==> config.mk <==
export PLATFORM = sky130hd
export DESIGN_NAME = bcd_counter_display
export DESIGN_NICKNAME = d
export VERILOG_FILES = /design/src/rtl/bcd_counter_display.sv
export SDC_FILE = /design/constraint.sdc
export NUM_CORES = 1
export LEC_CHECK = 0
export ABC_AREA = 1
export CORE_ASPECT_RATIO = 1.1
export CORE_MARGIN = 2
export CORE_UTILIZATION = 55
export DETAILED_ROUTE_END_ITERATION = 10
export PLACE_DENSITY = 0.79
export SYNTH_ARGS = -nofsm -noshare
export SYNTH_HDL_FRONTEND = slang
export SYNTH_SLANG_ARGS = --single-unit
==> constraint.sdc <==
create_clock -name clk -period 2.9 [get_ports clk]
set_input_delay 0.58 -clock clk [delete_from_list [all_inputs] [get_ports clk]]
set_output_delay 0.58 -clock clk [all_outputs]
set_load 0.02 [all_outputs]
==> src/rtl/bcd_counter_display.sv <==
// rtl/bcd_counter_display.sv - N-digit BCD up/down counter with prescaler and multiplexed 7-segment display
module bcd_counter_display #(
   parameter int NUM_DIGITS = 4,
   parameter int CLK_HZ     = 100_000_000,
   parameter int COUNT_HZ   = 1,
   parameter int SCAN_DIV   = 100_000,
   parameter int BLANK_LZ   = 0
) (
   input  logic                    clk,
   input  logic                    rst,
   input  logic                    en,
   input  logic                    up_down,
   input  logic                    clear,
   output logic [4*NUM_DIGITS-1:0] count_bcd,
   output logic                    tick,
   output logic                    wrap,
   output logic [6:0]              LED_out,
   output logic [NUM_DIGITS-1:0]   LED_anode
);

   localparam int TICK_DIV = CLK_HZ / COUNT_HZ;
   localparam int PW       = $clog2(TICK_DIV);
   localparam int SW       = $clog2(SCAN_DIV);
   localparam int IW       = (NUM_DIGITS > 1) ? $clog2(NUM_DIGITS) : 1;

   localparam logic [PW-1:0] PRE_LAST  = PW'(TICK_DIV - 1);
   localparam logic [SW-1:0] SCAN_LAST = SW'(SCAN_DIV - 1);
   localparam logic [IW-1:0] IDX_LAST  = IW'(NUM_DIGITS - 1);

   logic [PW-1:0]           prescaler;
   logic [SW-1:0]           scan_timer;
   logic [IW-1:0]           scan_index;
   logic                    terminal;
   logic [4*NUM_DIGITS-1:0] stepped;
   logic                    carry;
   logic [3:0]              digit;
   logic [NUM_DIGITS-1:0]   blank;
   logic                    all_zero;
   logic [3:0]              cur_digit;
   logic [NUM_DIGITS-1:0]   anode_onehot;

   function automatic logic [6:0] seg(input logic [3:0] d);
      case (d)
         4'd0:    seg = 7'b0000001;
         4'd1:    seg = 7'b1001111;
         4'd2:    seg = 7'b0010010;
         4'd3:    seg = 7'b0000110;
         4'd4:    seg = 7'b1001100;
         4'd5:    seg = 7'b0100100;
         4'd6:    seg = 7'b0100000;
         4'd7:    seg = 7'b0001111;
         4'd8:    seg = 7'b0000000;
         4'd9:    seg = 7'b0001100;
         default: seg = 7'b1111111;
      endcase
   endfunction

   assign terminal = en && (prescaler == PRE_LAST);

   // Ripple the carry/borrow through the digits; what leaves the top digit is the wrap
   always_comb begin
      stepped = count_bcd;
      carry   = 1'b1;
      digit   = 4'd0;
      for (int i = 0; i < NUM_DIGITS; i++) begin
         digit = count_bcd[4*i +: 4];
         if (carry) begin
            if (up_down) begin
               if (digit == 4'd9) begin
                  stepped[4*i +: 4] = 4'd0;
               end else begin
                  stepped[4*i +: 4] = digit + 4'd1;
                  carry = 1'b0;
               end
            end else begin
               if (digit == 4'd0) begin
                  stepped[4*i +: 4] = 4'd9;
               end else begin
                  stepped[4*i +: 4] = digit - 4'd1;
                  carry = 1'b0;
               end
            end
         end
      end
   end

   // A digit is a leading zero when it and every digit above it are zero
   always_comb begin
      blank    = '0;
      all_zero = 1'b1;
      for (int i = NUM_DIGITS - 1; i >= 1; i--) begin
         all_zero = all_zero && (count_bcd[4*i +: 4] == 4'd0);
         blank[i] = (BLANK_LZ != 0) && all_zero;
      end
   end

   assign cur_digit    = count_bcd[4*scan_index +: 4];
   assign anode_onehot = NUM_DIGITS'(1) << scan_index;

   always_ff @(posedge clk) begin
      if (rst) begin
         prescaler  <= '0;
         count_bcd  <= '0;
         tick       <= 1'b0;
         wrap       <= 1'b0;
         scan_timer <= '0;
         scan_index <= '0;
         LED_anode  <= '1;
         LED_out    <= 7'b1111111;
      end else begin
         tick <= 1'b0;
         wrap <= 1'b0;
         if (clear) begin
            count_bcd <= '0;
            prescaler <= '0;
         end else if (en) begin
            if (terminal) begin
               prescaler <= '0;
               count_bcd <= stepped;
               tick      <= 1'b1;
               wrap      <= carry;
            end else begin
               prescaler <= prescaler + 1'b1;
            end
         end

         if (scan_timer == SCAN_LAST) begin
            scan_timer <= '0;
            scan_index <= (scan_index == IDX_LAST) ? '0 : scan_index + 1'b1;
         end else begin
            scan_timer <= scan_timer + 1'b1;
         end

         LED_anode <= ~anode_onehot;
         LED_out   <= blank[scan_index] ? 7'b1111111 : seg(cur_digit);
      end
   end

endmodule

# Word level (Yosys, flattened, before mapping)
# Memory sizes are Yosys's and may differ from the RTL's. A register that Yosys moved wholly into a read port is not among the register bits.
# Index checks and enable logic that the tools add are counted.
dict set report classes {
  reduce_logical 14
  n_addsub 11
  n_eq_ne 7
  n_bitwise 4
  n_mux 31
  magnitude_cmp 1
  shifts 2
}
# cell n
set op_table {}
lappend op_table {{$mux W4} 12}
lappend op_table {{$add A27 B1 Y27 const B} 1}
lappend op_table {{$eq A27 B27 Y1 const B} 1}
lappend op_table {{$mux W27} 1}
lappend op_table {{$add A17 B1 Y17 const B} 1}
lappend op_table {{$eq A17 B17 Y1 const B} 1}
lappend op_table {{$add A4 B1 Y4 const B} 4}
lappend op_table {{$eq A4 B4 Y1 const B} 4}
lappend op_table {{$logic_not A4 Y1} 4}
lappend op_table {{$mux W1} 16}
lappend op_table {{$shiftx A16 B5 Y4} 1}
lappend op_table {{$sub A4 B1 Y4 const B} 4}
lappend op_table {{$reduce_and A3 Y1} 3}
lappend op_table {{$reduce_or A2 Y1} 3}
lappend op_table {{$reduce_or A5 Y1} 1}
lappend op_table {{$not A4 Y4} 1}
lappend op_table {{$shl A1 B2 Y4 const A} 1}
lappend op_table {{$lt A2 B3 Y1 const B} 1}
lappend op_table {{$not A1 Y1} 3}
lappend op_table {{$reduce_or A3 Y1} 1}
lappend op_table {{$add A2 B1 Y2 const B} 1}
lappend op_table {{$bmux W1 S2} 1}
lappend op_table {{$eq A2 B2 Y1 const B} 1}
lappend op_table {{$mux W2} 1}
lappend op_table {{2 further kinds} 2}
dict set report word_totals {
  n_memories 1
  mem_bits_ro 112
  ff_bits 68
}
# name depth width rd rd_clocked_by_memory_dff wr line
set memory_table {}
lappend memory_table {{(no name shown)} 16 7 1 1 0 43} ;# case (d)

# Depth between registers and ports, before layout
dict set report depth {
  word_depth 7
  depth_mapped 11
  mapped_depth_nobuf 10
}

# Worst setup path after synthesis
# OpenSTA, ideal clock, no wires.
dict set report synth_timing {
  path_kind {register to register}
  start {register scan_index[0]}
  end {register LED_out[0]}
  t_arrival_ps 1637
  t_required_ps 2778
  path_stages_with_launch 11
  setup_time_ps 122
  path_slack_ps 1141
  n_path_buf 2
  cell_sequence {dfxtp_1 > buf_2 > buf_2 > a21oi_1 > o21ai_0 > nand2_1 > inv_1 > ha_1 > or2_2 > o211ai_1 > nand2_1}
}
dict set report synth_between {
  elab_chain_len 3
  word_cells_on_any_way 4
  classes_between {shift: 1; mux: 2; reduce/logical: 1}
}
# element line
set synth_lines {}
lappend synth_lines {{start, declared} 32} ;# logic [IW-1:0] scan_index;
lappend synth_lines {{start signal, assigned} 129} ;# scan_index <= (scan_index == IDX_LAST) ? '0 : scan_index + 1'b1;
lappend synth_lines {{branches (longest 3 deep; another with $shiftx A16 B5 Y4)} -}
lappend synth_lines {{end, declared} 17} ;# output logic [6:0] LED_out,
# Several ways; the timed one is not identified. The select of a mux whose other input is x is not followed.
# A chain may end at the register's enable or synchronous reset.

# Final worst setup path
dict set report layout_timing {
  start {register count_bcd[6]}
  end {output count_bcd[6]}
}
# element line
set layout_rtl {}
lappend layout_rtl {{start, declared} 14} ;# output logic [4*NUM_DIGITS-1:0] count_bcd,
lappend layout_rtl {{start signal, assigned} 119} ;# count_bcd <= stepped;
# No word-level cell between the ends.

==> reports/metrics.json <==
{
  "buffer_cell_driving_the_clock_tree_root": "sky130_fd_sc_hd__clkbuf_8",
  "clock_insertion_delay_worst_skew_ns": 0.37,
  "holdWs_ns": 0.4762,
  "crit_path_cell_trace": "clkdlybuf4s50_1",
  "multi_input_area_um2": 2360,
  "die_area_um2": 8338,
  "timing.setup.critical_path_class": "flop to output pin",
  "most-common-layout-cells": "149 x sky130_fd_sc_hd__nand2_1, 108 x sky130_fd_sc_hd__nor2_1, 75 x sky130_fd_sc_hd__dfxtp_1",
  "fin_nets": 689,
  "yosys.area.top_type": "sky130_fd_sc_hd__dfxtp_1",
  "layout.cells.most_common": "sky130_fd_sc_hd__nand2_1",
  "finalHoldViolations": 0,
  "vias": 4101,
  "synth.cell_area_um2": 4193,
  "worst_slack_ns": 0.8043,
  "post-place-ws_ns": 0.4377,
  "max_capacitance_violation_total": 0,
  "post_cts_buffers": 0,
  "globalplace.congestion": 0.9499,
  "post_drt_via_cell_ratio": 5.368,
  "core_area_um2": 7432,
  "period_needed_ns": 2.096,
  "fp.dieH_um": 95.57,
  "critPathArrivalTime_ns": 1.52,
  "grt_pass1_vias": 3683,
  "cp_top_family": "buffers and inverters",
  "numCtsBuffers": 9,
  "ant_nets": 0,
  "finish.instance_area_um2": 4856,
  "clock_skew_ns": 0.01087,
  "fillCellCount": 657,
  "cts_buffer_depth": 2,
  "die_w_um": 87.25,
  "run_status": "complete, no violations",
  "timing.fmax_mhz": 477.2,
  "cts-resized-gates": 0,
  "yosysTopAreaCellShare_pct": 35.81,
  "worst_setup_hold_path_clk_slew_ns": 0.08,
  "p_leak_nw": 1.992,
  "first_iter_violations": 207,
  "wirelength_um": 9303,
  "placedInstanceArea_um2": 4608,
  "final-seq-area_um2": 1501,
  "synth_seq_area_share_pct": 35.81,
  "period_share_pct": 72.26,
  "cts_tree": "done",
  "boundaryPins": 34,
  "tightest_pin_transition_ns": 0.4626,
  "ys_ff_latch": 75,
  "dp.final_hpwl_um": 6958,
  "cts.sinks": 75,
  "buffer_ports.inserted": 33,
  "timing.final.setup_violations": 0,
  "global_route_congestion_overflow_total": 0,
  "synth_nets": 650,
  "powerDensity_nw_per_um2": 437.6,
  "maximum_level_of_the_cts_h_tree": 3,
  "drive_gt1_share_pct": 7.829,
  "critical_path_buf_inv_count": 1,
  "setup-tns-final_ns": 0,
  "worstPathRequired_ns": 2.32,
  "grt_setup_unrepaired": "no",
  "grt_antenna_before_repair": 0,
  "critPathLaunchType": "flop",
  "setup.worst_path.end_class": "output pin",
  "synth_cell_types": 36,
  "first_pass_grt_wire_length_um": 16150,
  "gr-usage-all-layers_pct": 24.16,
  "ctsHoldBuffers": 0,
  "synth.yosys.warnings": 0,
  "final_max_slew_viol_count": 0,
  "n_diodes": 0,
  "slowest_delay_ns": 0.66,
  "synth.avg_cell_area_um2": 6.624,
  "routed_wire_length_per_instance_um": 12.18,
  "cpMaxStageDelayCell": "sky130_fd_sc_hd__clkdlybuf4s50_1",
  "rows": 33,
  "worst_slew_margin_rel_pct": 69.09,
  "drc": 0,
  "synth_cells": 633,
  "worst_hold_path_type": "flop to flop",
  "drtPass1Iterations": 5,
  "power.ir.vdd_worst_uv": 339.7,
  "post_synth_main_area_contributors": "sky130_fd_sc_hd__dfxtp_1 36%, sky130_fd_sc_hd__nand2_1 13%, sky130_fd_sc_hd__nor2_1 9.7%, sky130_fd_sc_hd__inv_1 6.5%, sky130_fd_sc_hd__nand3_1 5.0%",
  "pin_count_of_the_biggest_net_entering_global_routing": 20,
  "areaGrowthSynthToFinish_pct": 15.82,
  "critical_path.max_fanout": 8,
  "initial_core_utilization_pct": 56.41
}
[where the power goes]
| group | switching, mW | total [mW] | internal [mW] | leakage (nW) |
|---|---|---|---|---|
| Clock | 0.419 | 0.998 | 0.578 | 0.120 |
| Sequential | 0.00457 | 1.04 | 1.04 | 0.607 |
| Combinational | 0.0546 | 0.0843 | 0.0297 | 1.26 |
[cell type report]
class / instances / area share [%]
clock buffer: 9 / 2.551
clock inverter: 7 / 2.551
inverter: 76 / 5.875
multi-input combinational: 474 / 48.60
sequential: 75 / 30.92
tap: 87 / 2.242
timing repair buffer: 36 / 7.266
[cells in the mapped netlist]
cell and instances:
sky130_fd_sc_hd__nand3_2 1, sky130_fd_sc_hd__nand2_4 1, sky130_fd_sc_hd__xnor2_1 1, sky130_fd_sc_hd__o21ai_2 2, sky130_fd_sc_hd__o211a_1 1, sky130_fd_sc_hd__nand4_1 15, sky130_fd_sc_hd__nand2_1 149, sky130_fd_sc_hd__nor3b_1 4
sky130_fd_sc_hd__ha_1 12, sky130_fd_sc_hd__buf_6 1, sky130_fd_sc_hd__nor3_4 1, sky130_fd_sc_hd__dfxtp_1 75, sky130_fd_sc_hd__inv_2 3, sky130_fd_sc_hd__nand3_1 42, sky130_fd_sc_hd__buf_4 1, sky130_fd_sc_hd__a21oi_1 30
sky130_fd_sc_hd__nor2_4 2, sky130_fd_sc_hd__nand3b_1 1, sky130_fd_sc_hd__clkbuf_1 2, sky130_fd_sc_hd__nor2_1 108, sky130_fd_sc_hd__buf_2 4, sky130_fd_sc_hd__inv_1 73, sky130_fd_sc_hd__nor2_8 1, sky130_fd_sc_hd__nor3_1 20
sky130_fd_sc_hd__o211ai_1 4, sky130_fd_sc_hd__xor2_1 12, sky130_fd_sc_hd__or2_2 3, sky130_fd_sc_hd__o21bai_1 1, sky130_fd_sc_hd__nor2_2 9, sky130_fd_sc_hd__and2_1 1, sky130_fd_sc_hd__o21a_1 1, sky130_fd_sc_hd__nor3_2 4
sky130_fd_sc_hd__a31oi_1 4, sky130_fd_sc_hd__o21ai_0 37, sky130_fd_sc_hd__nand2_2 6, sky130_fd_sc_hd__nand3_4 1
[sequential cells by signal, indices dropped and copies added, names as in the netlist]
name        cells
count_bcd      16
LED_out         7
prescaler      27
scan_timer     17
tick            1
LED_anode       4
wrap            1
scan_index      2
[logic make-up (layout without fill, tap and decap cells)]
kind of cell / Yosys count / count (layout) / share of synthesized area [%]
xor+xnor: 13 / 13 / 2.716
fa+ha+maj: 12 / 12 / 3.581
buf+inv: 84 / 128 / 7.908
flops: 75 / 75 / 35.81
compound gates: 80 / 80 / 10.33
simple gates: 369 / 369 / 39.66
[layer usage]
| layer | up-vias | track usage (%) | wire length (um) |
|---|---|---|---|
| li1 | 2116 | - | - |
| met1 | 1838 | 29.26 | 4018 |
| met2 | 127 | 41.41 | 4559 |
| met3 | 20 | 3.636 | 499 |
| met4 | 0 | 12.05 | 226 |
| met5 | - | 0 | 0 |
[path summary, 6_finish.rpt]
check / startpoint / to / slack, ns / cells past startpoint
min reg2reg: scan_timer[0] / scan_timer[0] / 0.48 / 1
max reg2reg: scan_index[1] / LED_out[0] / 0.83 / 9
min: scan_timer[0] / scan_timer[0] / 0.48 / 1
max: count_bcd[6] / count_bcd[6] / 0.80 / 1
[stage by stage]
step	util (%)	total power, mW	instances
2_1_floorplan	-	1.121	633
3_3_place_gp	62.00	1.149	748
3_5_place_dp	62.00	1.151	748
4_1_cts	65.34	2.137	764
5_1_grt	65.34	2.194	764
6_report	65.34	2.125	764
Note: power is estimated with default switching activity, not from simulation.
